`src/rtl/loadstore_unit_if.sv`:
```
// loadstore_unit_if
//   Single-master req/ack word bus between the load/store unit and memory.
//   Parameter ADDR_W is the byte-address width; the word address is ADDR_W-2 bits.
//   Signals:
//     mem_req   : bus request, held until mem_ack
//     mem_we    : write strobe (store)
//     mem_addr  : word address
//     mem_sel   : byte-lane enables, bit n selects data[8n+7:8n]
//     mem_wdata : lane-positioned write data
//     mem_rdata : read data, valid with mem_ack
//     mem_ack   : single-cycle acknowledge
//   Modports: master (load/store unit), slave (memory).
interface loadstore_unit_if #(
  parameter int ADDR_W = 32
) ();
  logic              mem_req;
  logic              mem_we;
  logic [ADDR_W-3:0] mem_addr;
  logic [3:0]        mem_sel;
  logic [31:0]       mem_wdata;
  logic [31:0]       mem_rdata;
  logic              mem_ack;

  modport master (
    output mem_req, mem_we, mem_addr, mem_sel, mem_wdata,
    input  mem_rdata, mem_ack
  );

  modport slave (
    input  mem_req, mem_we, mem_addr, mem_sel, mem_wdata,
    output mem_rdata, mem_ack
  );
endinterface

```
`src/rtl/loadstore_unit.sv`:
```
// loadstore_unit
//   Memory-access stage behind the execution unit. Accepts one load or store
//   per issue, runs it on the word bus, aligns/extends load data and delivers
//   it to the register-file write port.
//   Configuration macro: LSU_MISALIGNED_EN
//     defined   : word-crossing accesses are split into two bus cycles.
//     undefined : word-crossing accesses are rejected with misaligned_err.
//   Ports:
//     wb_clk_i, rst_n            : clock, asynchronous active-low reset
//     is_load, is_store          : issue strobes (mutually exclusive)
//     sign_extend                : sign-extend byte/half load results
//     loadstore_size             : 0 byte, 1 half, 2/3 word
//     loadstore_address          : byte address
//     loadstore_dest             : load destination register
//     store_data                 : right-aligned store value
//     busy                       : stall request to the execution stage
//     bus                        : word bus (master side)
//     wb_valid, wb_idx, wb_val   : load write-back pulse, register, value
//     misaligned_err             : rejected-access pulse
module loadstore_unit #(
  parameter int ADDR_W = 32
) (
  input  logic              wb_clk_i,
  input  logic              rst_n,
  input  logic              is_load,
  input  logic              is_store,
  input  logic              sign_extend,
  input  logic [1:0]        loadstore_size,
  input  logic [ADDR_W-1:0] loadstore_address,
  input  logic [4:0]        loadstore_dest,
  input  logic [31:0]       store_data,
  output logic              busy,
  loadstore_unit_if.master  bus,
  output logic              wb_valid,
  output logic [4:0]        wb_idx,
  output logic [31:0]       wb_val,
  output logic              misaligned_err
);

  typedef enum logic [1:0] {IDLE, ACC0, ACC1, DONE} state_t;

  localparam logic [ADDR_W-3:0] WORD_ONE = {{(ADDR_W-3){1'b0}}, 1'b1};

  function automatic logic [3:0] size_mask(input logic [1:0] size);
    logic [3:0] m;
    case (size)
      2'd0:    m = 4'b0001;
      2'd1:    m = 4'b0011;
      default: m = 4'b1111;
    endcase
    return m;
  endfunction

  function automatic logic crosses_word(input logic [1:0] size, input logic [1:0] off);
    logic [2:0] nb;
    case (size)
      2'd0:    nb = 3'd1;
      2'd1:    nb = 3'd2;
      default: nb = 3'd4;
    endcase
    return ({1'b0, off} + nb) > 3'd4;
  endfunction

  function automatic logic [31:0] extend_load(input logic [31:0] d, input logic [1:0] size,
                                              input logic sx);
    logic [31:0] r;
    case (size)
      2'd0:    r = {{24{sx & d[7]}}, d[7:0]};
      2'd1:    r = {{16{sx & d[15]}}, d[15:0]};
      default: r = d;
    endcase
    return r;
  endfunction

  state_t            state, state_nxt;
  logic              issue;
  logic              ld_p0, st_p0, sx_p0;
  logic [1:0]        size_p0;
  logic [ADDR_W-1:0] addr_p0;
  logic [4:0]        dest_p0;
  logic [31:0]       sdata_p0;
  logic [1:0]        off_p0;
  logic [ADDR_W-3:0] word_p0;
  logic [4:0]        sh_lo;
  logic              split_p0;
  logic [3:0]        sel0_w;
  logic [31:0]       wd0_w;
  logic [31:0]       rd_lo;
  logic              fin;
  logic [31:0]       res;

  assign issue    = is_load | is_store;
  assign off_p0   = addr_p0[1:0];
  assign word_p0  = addr_p0[ADDR_W-1:2];
  assign sh_lo    = {off_p0, 3'b000};
  assign split_p0 = crosses_word(size_p0, off_p0);
  // ACC0 lanes off..3 become result bytes 0..3-off.
  assign rd_lo    = bus.mem_rdata >> sh_lo;
  assign bus.mem_we = st_p0;

`ifdef LSU_MISALIGNED_EN
  logic [7:0]  sel_w;
  logic [63:0] wd_w;
  logic [5:0]  sh_hi;
  logic [31:0] rbuf_p1;
  logic [31:0] rd_hi;

  // Upper halves of the widened mask/data are exactly the lanes spilling into word+1.
  assign sel_w  = {4'b0000, size_mask(size_p0)} << off_p0;
  assign wd_w   = {32'h0, sdata_p0} << sh_lo;
  assign sel0_w = sel_w[3:0];
  assign wd0_w  = wd_w[31:0];
  assign sh_hi  = {3'd4 - {1'b0, off_p0}, 3'b000};
  assign rd_hi  = rbuf_p1 | (bus.mem_rdata << sh_hi);
  assign fin    = bus.mem_ack & (((state == ACC0) & ~split_p0) | (state == ACC1));
  assign res    = (state == ACC1) ? rd_hi : rd_lo;
  assign misaligned_err = 1'b0;
`else
  logic iss_split;

  assign iss_split = crosses_word(loadstore_size, loadstore_address[1:0]);
  assign sel0_w    = size_mask(size_p0) << off_p0;
  assign wd0_w     = sdata_p0 << sh_lo;
  assign fin       = bus.mem_ack & (state == ACC0);
  assign res       = rd_lo;
  // A rejected access reaches DONE with the crossing request still latched.
  assign misaligned_err = (state == DONE) & split_p0;
`endif

  always_comb begin
    state_nxt     = state;
    busy          = 1'b0;
    bus.mem_req   = 1'b0;
    bus.mem_addr  = '0;
    bus.mem_sel   = 4'b0000;
    bus.mem_wdata = 32'h0;
    case (state)
      IDLE: begin
        busy = issue;
        if (issue) begin
`ifdef LSU_MISALIGNED_EN
          state_nxt = ACC0;
`else
          state_nxt = iss_split ? DONE : ACC0;
`endif
        end
      end
      ACC0: begin
        busy          = 1'b1;
        bus.mem_req   = 1'b1;
        bus.mem_addr  = word_p0;
        bus.mem_sel   = sel0_w;
        bus.mem_wdata = wd0_w;
        if (bus.mem_ack) begin
`ifdef LSU_MISALIGNED_EN
          state_nxt = split_p0 ? ACC1 : DONE;
`else
          state_nxt = DONE;
`endif
        end
      end
`ifdef LSU_MISALIGNED_EN
      ACC1: begin
        busy          = 1'b1;
        bus.mem_req   = 1'b1;
        bus.mem_addr  = word_p0 + WORD_ONE;
        bus.mem_sel   = sel_w[7:4];
        bus.mem_wdata = wd_w[63:32];
        if (bus.mem_ack) state_nxt = DONE;
      end
`endif
      DONE:    state_nxt = IDLE;
      default: state_nxt = IDLE;
    endcase
  end

  // Control and write-back registers
  always_ff @(posedge wb_clk_i or negedge rst_n) begin
    if (!rst_n) begin
      state    <= IDLE;
      ld_p0    <= 1'b0;
      st_p0    <= 1'b0;
      wb_valid <= 1'b0;
      wb_idx   <= 5'd0;
      wb_val   <= 32'h0;
    end else begin
      state    <= state_nxt;
      wb_valid <= 1'b0;
      if ((state == IDLE) && issue) begin
        ld_p0 <= is_load;
        st_p0 <= is_store;
      end
      if (fin && ld_p0) begin
        wb_valid <= 1'b1;
        wb_idx   <= dest_p0;
        wb_val   <= extend_load(res, size_p0, sx_p0);
      end
    end
  end

  // Request latch (p0) and first-word read buffer (p1)
  always_ff @(posedge wb_clk_i) begin
    if ((state == IDLE) && issue) begin
      sx_p0    <= sign_extend;
      size_p0  <= loadstore_size;
      addr_p0  <= loadstore_address;
      dest_p0  <= loadstore_dest;
      sdata_p0 <= store_data;
    end
`ifdef LSU_MISALIGNED_EN
    if ((state == ACC0) && bus.mem_ack) rbuf_p1 <= rd_lo;
`endif
  end

endmodule

```
`src/flat_wrapper.sv`:
```
// flat-port wrapper written by rule: the top's interface ports become plain ports
module loadstore_unit_flat 
#(
  parameter int ADDR_W = 32
)
  (wb_clk_i, rst_n, is_load, is_store, sign_extend, loadstore_size, loadstore_address, loadstore_dest, store_data, busy, wb_valid, wb_idx, wb_val, misaligned_err, bus_mem_req, bus_mem_we, bus_mem_addr, bus_mem_sel, bus_mem_wdata, bus_mem_rdata, bus_mem_ack);
  loadstore_unit_if #(.ADDR_W(ADDR_W)) bus_i ();
  input  logic wb_clk_i;
  input  logic rst_n;
  input  logic is_load;
  input  logic is_store;
  input  logic sign_extend;
  input  logic [1:0] loadstore_size;
  input  logic [ADDR_W-1:0] loadstore_address;
  input  logic [4:0] loadstore_dest;
  input  logic [31:0] store_data;
  output logic busy;
  output logic wb_valid;
  output logic [4:0] wb_idx;
  output logic [31:0] wb_val;
  output logic misaligned_err;
  output wire logic [$bits(bus_i.mem_req)-1:0] bus_mem_req;
  output wire logic [$bits(bus_i.mem_we)-1:0] bus_mem_we;
  output wire logic [$bits(bus_i.mem_addr)-1:0] bus_mem_addr;
  output wire logic [$bits(bus_i.mem_sel)-1:0] bus_mem_sel;
  output wire logic [$bits(bus_i.mem_wdata)-1:0] bus_mem_wdata;
  input wire logic [$bits(bus_i.mem_rdata)-1:0] bus_mem_rdata;
  input wire logic [$bits(bus_i.mem_ack)-1:0] bus_mem_ack;
  assign bus_mem_req = bus_i.mem_req;
  assign bus_mem_we = bus_i.mem_we;
  assign bus_mem_addr = bus_i.mem_addr;
  assign bus_mem_sel = bus_i.mem_sel;
  assign bus_mem_wdata = bus_i.mem_wdata;
  assign bus_i.mem_rdata = bus_mem_rdata;
  assign bus_i.mem_ack = bus_mem_ack;
  loadstore_unit #(.ADDR_W(ADDR_W)) u_core (.wb_clk_i(wb_clk_i), .rst_n(rst_n), .is_load(is_load), .is_store(is_store), .sign_extend(sign_extend), .loadstore_size(loadstore_size), .loadstore_address(loadstore_address), .loadstore_dest(loadstore_dest), .store_data(store_data), .busy(busy), .bus(bus_i), .wb_valid(wb_valid), .wb_idx(wb_idx), .wb_val(wb_val), .misaligned_err(misaligned_err));
endmodule
```
`config.mk`:
```
export PLATFORM = sky130hd
export DESIGN_NAME = loadstore_unit_flat
export DESIGN_NICKNAME = d
export VERILOG_FILES = /design/src/rtl/loadstore_unit_if.sv /design/src/rtl/loadstore_unit.sv /design/src/flat_wrapper.sv
export SDC_FILE = /design/constraint.sdc
export NUM_CORES = 1
export LEC_CHECK = 0
export CAP_MARGIN = 10
export CORE_MARGIN = 2
export CORE_UTILIZATION = 25
export DETAILED_ROUTE_END_ITERATION = 6
export GPL_ROUTABILITY_DRIVEN = 0
export MAX_ROUTING_LAYER = met4
export PLACE_DENSITY_LB_ADDON = 0.2
export SLEW_MARGIN = 5
export SYNTH_ARGS = -nofsm -noshare
export SYNTH_HDL_FRONTEND = slang
export SYNTH_SLANG_ARGS = --single-unit
```
`constraint.sdc`:
```
create_clock -name wb_clk_i -period 7.1 [get_ports wb_clk_i]
set_clock_uncertainty 0.2 [all_clocks]
set_input_delay 2.13 -clock wb_clk_i [delete_from_list [all_inputs] [get_ports wb_clk_i]]
set_output_delay 2.13 -clock wb_clk_i [all_outputs]
set_load 0.005 [all_outputs]
```
==> impl_metrics.csv <==
group,metric,value,unit
outcome,status,"finished clean",
critical_path,r2r-start,"u_core.state[1]$_DFFE_PN0P_",
pwr,switchingPower,1.03,mW
critical_path,cpPeakStageDelay,0.71,ns
global_route,grt_pass1_vias,4455,
synthesis,synth_cell_types,32,
timing,hold_viol,0,
drt,routed_wl,16200,µm
synthesis,yosysSeqAreaShare,61.3,%
pwr,pwr-share-comb,41.1,%
clock_network,cts_root_buf,"clkbuf_16",
final_layout,fillers,1997,
synthesis,netlist_area,5240,µm²
hold_path,min_from,"u_core.dest_p0[3]$_DFFE_PP_",
timing,post-route-period-util,86.6,%
global_route,grt_max_degree,74,
pwr,peakVddDrop,0.000164,V
critical_path,startpoint_type,"register",
synthesis,ys_ff_latch,114,
clock_network,post_cts_buffers,0,
floorplanning,dieWidth,149,µm
critical_path,critPathCaptureType,"output port",
pwr,p_leak,3.12,nW
critical_path,crit_chain,"nand2b_1, inv_2, nand2_1, nor2_1, and2_1, clkdlybuf4s50_1",
critical_path,path_max_fanout,34,
critical_path,crit_arrival,3.82,ns
drt,drc,0,
critical_path,r2r_cells,6,
clock_network,clk_pin_slew,0.06,ns
placement,dp_hpwl,11700,µm
hold_path,hold_end,"u_core.wb_idx[3]$_DFFE_PN0P_",
critical_path,critPathTopFamily,"simple AND/OR/NAND/NOR gates",
final_layout,postLayoutCoreUtil,40.2,%
floorplanning,core_area,20400,µm²
floorplanning,initial_core_util,25.7,%
global_route,grt_overflow,0,
drt,drtIter0Drc,128,
critical_path,critical_path_class,"register to output port",
final_layout,syn2layout_area_growth,56.7,%
synthesis,synth_top_cell_by_area,"edfxtp_1",
clock_network,tritoncts,"built",
clock_network,cts.sinks,114,
timing,setup_tns,0,ns
critical_path,critPathBufInv,2,
clock_network,clk_latency,0.41,ns
hold_path,whs_path_depth,2,
clock_network,ctsHoldBuffers,0,
clock_network,htreeDepth,4,
synthesis,syn_nets,574,
final_layout,final_area,8220,µm²
drt,ant_nets,0,
hold_path,hp-class,"register to register",
synthesis,synth.area.top_cells,"edfxtp_1 (41%), dfrtp_1 (20%), mux2i_1 (5.9%)",
timing,period_needed,6.15,ns
pwr,clkPwrFrac,25.4,%
pwr,seqPwrFrac,33.5,%
critical_path,crit_required,4.77,ns
global_route,groute.usage.overall,15.4,%
pwr,intPower,2.13,mW
synthesis,postSynthCellCount,460,
final_layout,final_net_count,787,
final_layout,final_layout_size_suffix_gt1_share,7.87,%
synthesis,synth_area_per_cell,11.4,µm²
critical_path,slowest_stage,"nor2_1",
timing,finalSetupViolCount,0,
timing,grt_setup_unrepaired,"no",
floorplanning,dieArea,22100,µm²
timing,slew_headroom,30.3,%
floorplanning,io_pins,217,
synthesis,synth_top_area_share,41.3,%
pwr,power_density,385,nW/µm²
pwr,p_sw_share,32.6,%
placement,io_buffers,216,
floorplanning,rows,52,
final_layout,insertedDiodeCount,0,
global_route,grt_pass1_wl,24700,µm
drt,via_count,4248,
job,cap_violations,0,
critical_path,rr_endpoint,"u_core.wb_val[10]$_DFFE_PN0P_",
floorplanning,die_height,149,µm
drt,avgViaCountPerCell,4.44,
clock_network,cts_buffer_depth,2,
synthesis,yosys_warnings,0,
clock_network,cts_made_buffers,17,
timing,drv_slew,0,
timing,tightest_slew,1.05,ns
drt,dr.pass1.iters,6,
drt,drt-wirelength-per-cell,17.0,µm
timing,fmax,163,MHz
global_route,antenna_found_initial,0,
placement,placed_area,7660,µm²
critical_path,r2r_slack,3.43,ns
clock_network,cts_resized,0,
[cells by family (layout without fill, tap and decap cells)]
| logic type | count (synthesis) | in the layout | share of synthesized area [%] |
|---|---|---|---|
| AND/OR/NAND/NOR | 168 | 168 | 15.0 |
| flip-flops | 114 | 114 | 61.3 |
| AO/OA/AOI/OAI | 93 | 93 | 10.6 |
| multiplexers | 40 | 40 | 8.07 |
| buffers and inverters | 38 | 264 | 3.22 |
| adder cells (fa/ha/maj) | 5 | 5 | 1.48 |
| XOR/XNOR | 2 | 2 | 0.334 |
[per-layer routing]
metal,GRT usage [%],up-vias,share of wire (%)
met5,-,-,0
met4,5.05,0,1.2
met3,6.36,13,9.7
met2,24.1,182,47
met1,18.1,2018,42
li1,-,2035,-
[per-stage QoR]
stage	hold slack [ns]	setup WS, ns	total power, mW	cells
2_1_floorplan	0.215	2.37	1.62	460
3_3_place_gp	0.224	1.33	2.38	924
3_5_place_dp	0.235	1.16	2.40	924
4_1_cts	0.251	0.717	3.23	956
5_1_grt	0.276	0.482	3.38	956
6_report	0.249	0.949	3.17	956
[power groups by stage]
stage | clock [mW] | combinational (mW) | sequential, mW
global placement | 0 | 1.31 | 1.07
finish | 0.803 | 1.30 | 1.06
floorplan | 0 | 0.549 | 1.07
CTS | 0.827 | 1.34 | 1.07
detailed placement | 0 | 1.33 | 1.08
global route | 0.860 | 1.43 | 1.09
[worst max-delay path by stage]
stage | startpoint | end | cells after the start
floorplan | is_store | busy | 2
global placement | u_core.state[1]$_DFFE_PN0P_ | bus_mem_wdata[5] | 6
detailed placement | u_core.state[1]$_DFFE_PN0P_ | bus_mem_wdata[4] | 6
CTS | u_core.state[1]$_DFFE_PN0P_ | bus_mem_wdata[4] | 6
global route | u_core.state[1]$_DFFE_PN0P_ | bus_mem_wdata[4] | 6
finish | u_core.state[1]$_DFFE_PN0P_ | bus_mem_wdata[5] | 6
[cells in the mapped netlist]
cell type and n:
a211oi_1 19, a21oi_1 54, a21oi_2 2, a32o_1 1
a41oi_4 1, and2_1 45, and3_4 1, buf_1 3
buf_2 9, buf_6 2, clkbuf_1 14, dfrtp_1 42
edfxtp_1 72, fa_1 2, ha_1 3, inv_1 8
inv_2 2, mux2_2 8, mux2i_1 31, mux4_2 1
nand2_1 35, nand2b_1 3, nand3_1 1, nor2_1 71
nor2b_1 9, nor3_1 2, o21a_1 1, o21ai_0 14
o2bb2ai_1 1, or2_2 1, xnor2_1 1, xor2_1 1
[cell usage in the layout, fill, tap and decap left out, types with 2 or more instances in the layout]
master	n
a21oi_1	54
mux2i_1	31
inv_6	4
mux2_2	8
ha_1	3
clkinv_4	2
a211oi_1	19
buf_4	6
inv_2	2
fa_1	2
dfrtp_1	42
and2_1	45
nand2b_1	3
edfxtp_1	72
nor2b_1	9
clkbuf_16	17
clkinv_1	2
o21ai_0	14
a21oi_2	2
nor3_1	2
nor2_1	71
clkinvlp_4	5
clkdlybuf4s50_1	215
inv_1	8
nand2_1	35
[final cells by class]
| class | count | area (µm²) | share of cell area (%) |
|---|---|---|---|
| Sequential cell | 114 | 3210 | 39.1 |
| Clock inverter | 15 | 133 | 1.61 |
| Clock buffer | 17 | 425 | 5.18 |
| Tap cell | 270 | 338 | 4.11 |
| Timing Repair Buffer | 222 | 2200 | 26.8 |
| Inverter | 10 | 37.5 | 0.457 |
| Multi-Input combinational cell | 308 | 1870 | 22.7 |
[state kept, by name (all words and copies together) (netlist names)]
| name | count |
|---|---|
| u_core.addr_p0 | 32 |
| u_core.bus.mem_we | 1 |
| u_core.dest_p0 | 5 |
| u_core.ld_p0 | 1 |
| u_core.sdata_p0 | 32 |
| u_core.size_p0 | 2 |
| u_core.state | 2 |
| u_core.sx_p0 | 1 |
| u_core.wb_idx | 5 |
| u_core.wb_val | 32 |
| u_core.wb_valid | 1 |
[worst reg2reg max path: cells and delay by family (launching register included)]
kind,cells,cell delay (ns)
simple gates,3,1.73
compound gates,1,0.16
flops,1,0.41
buf+inv,2,1.04
Power figures use the tool's default switching activity.
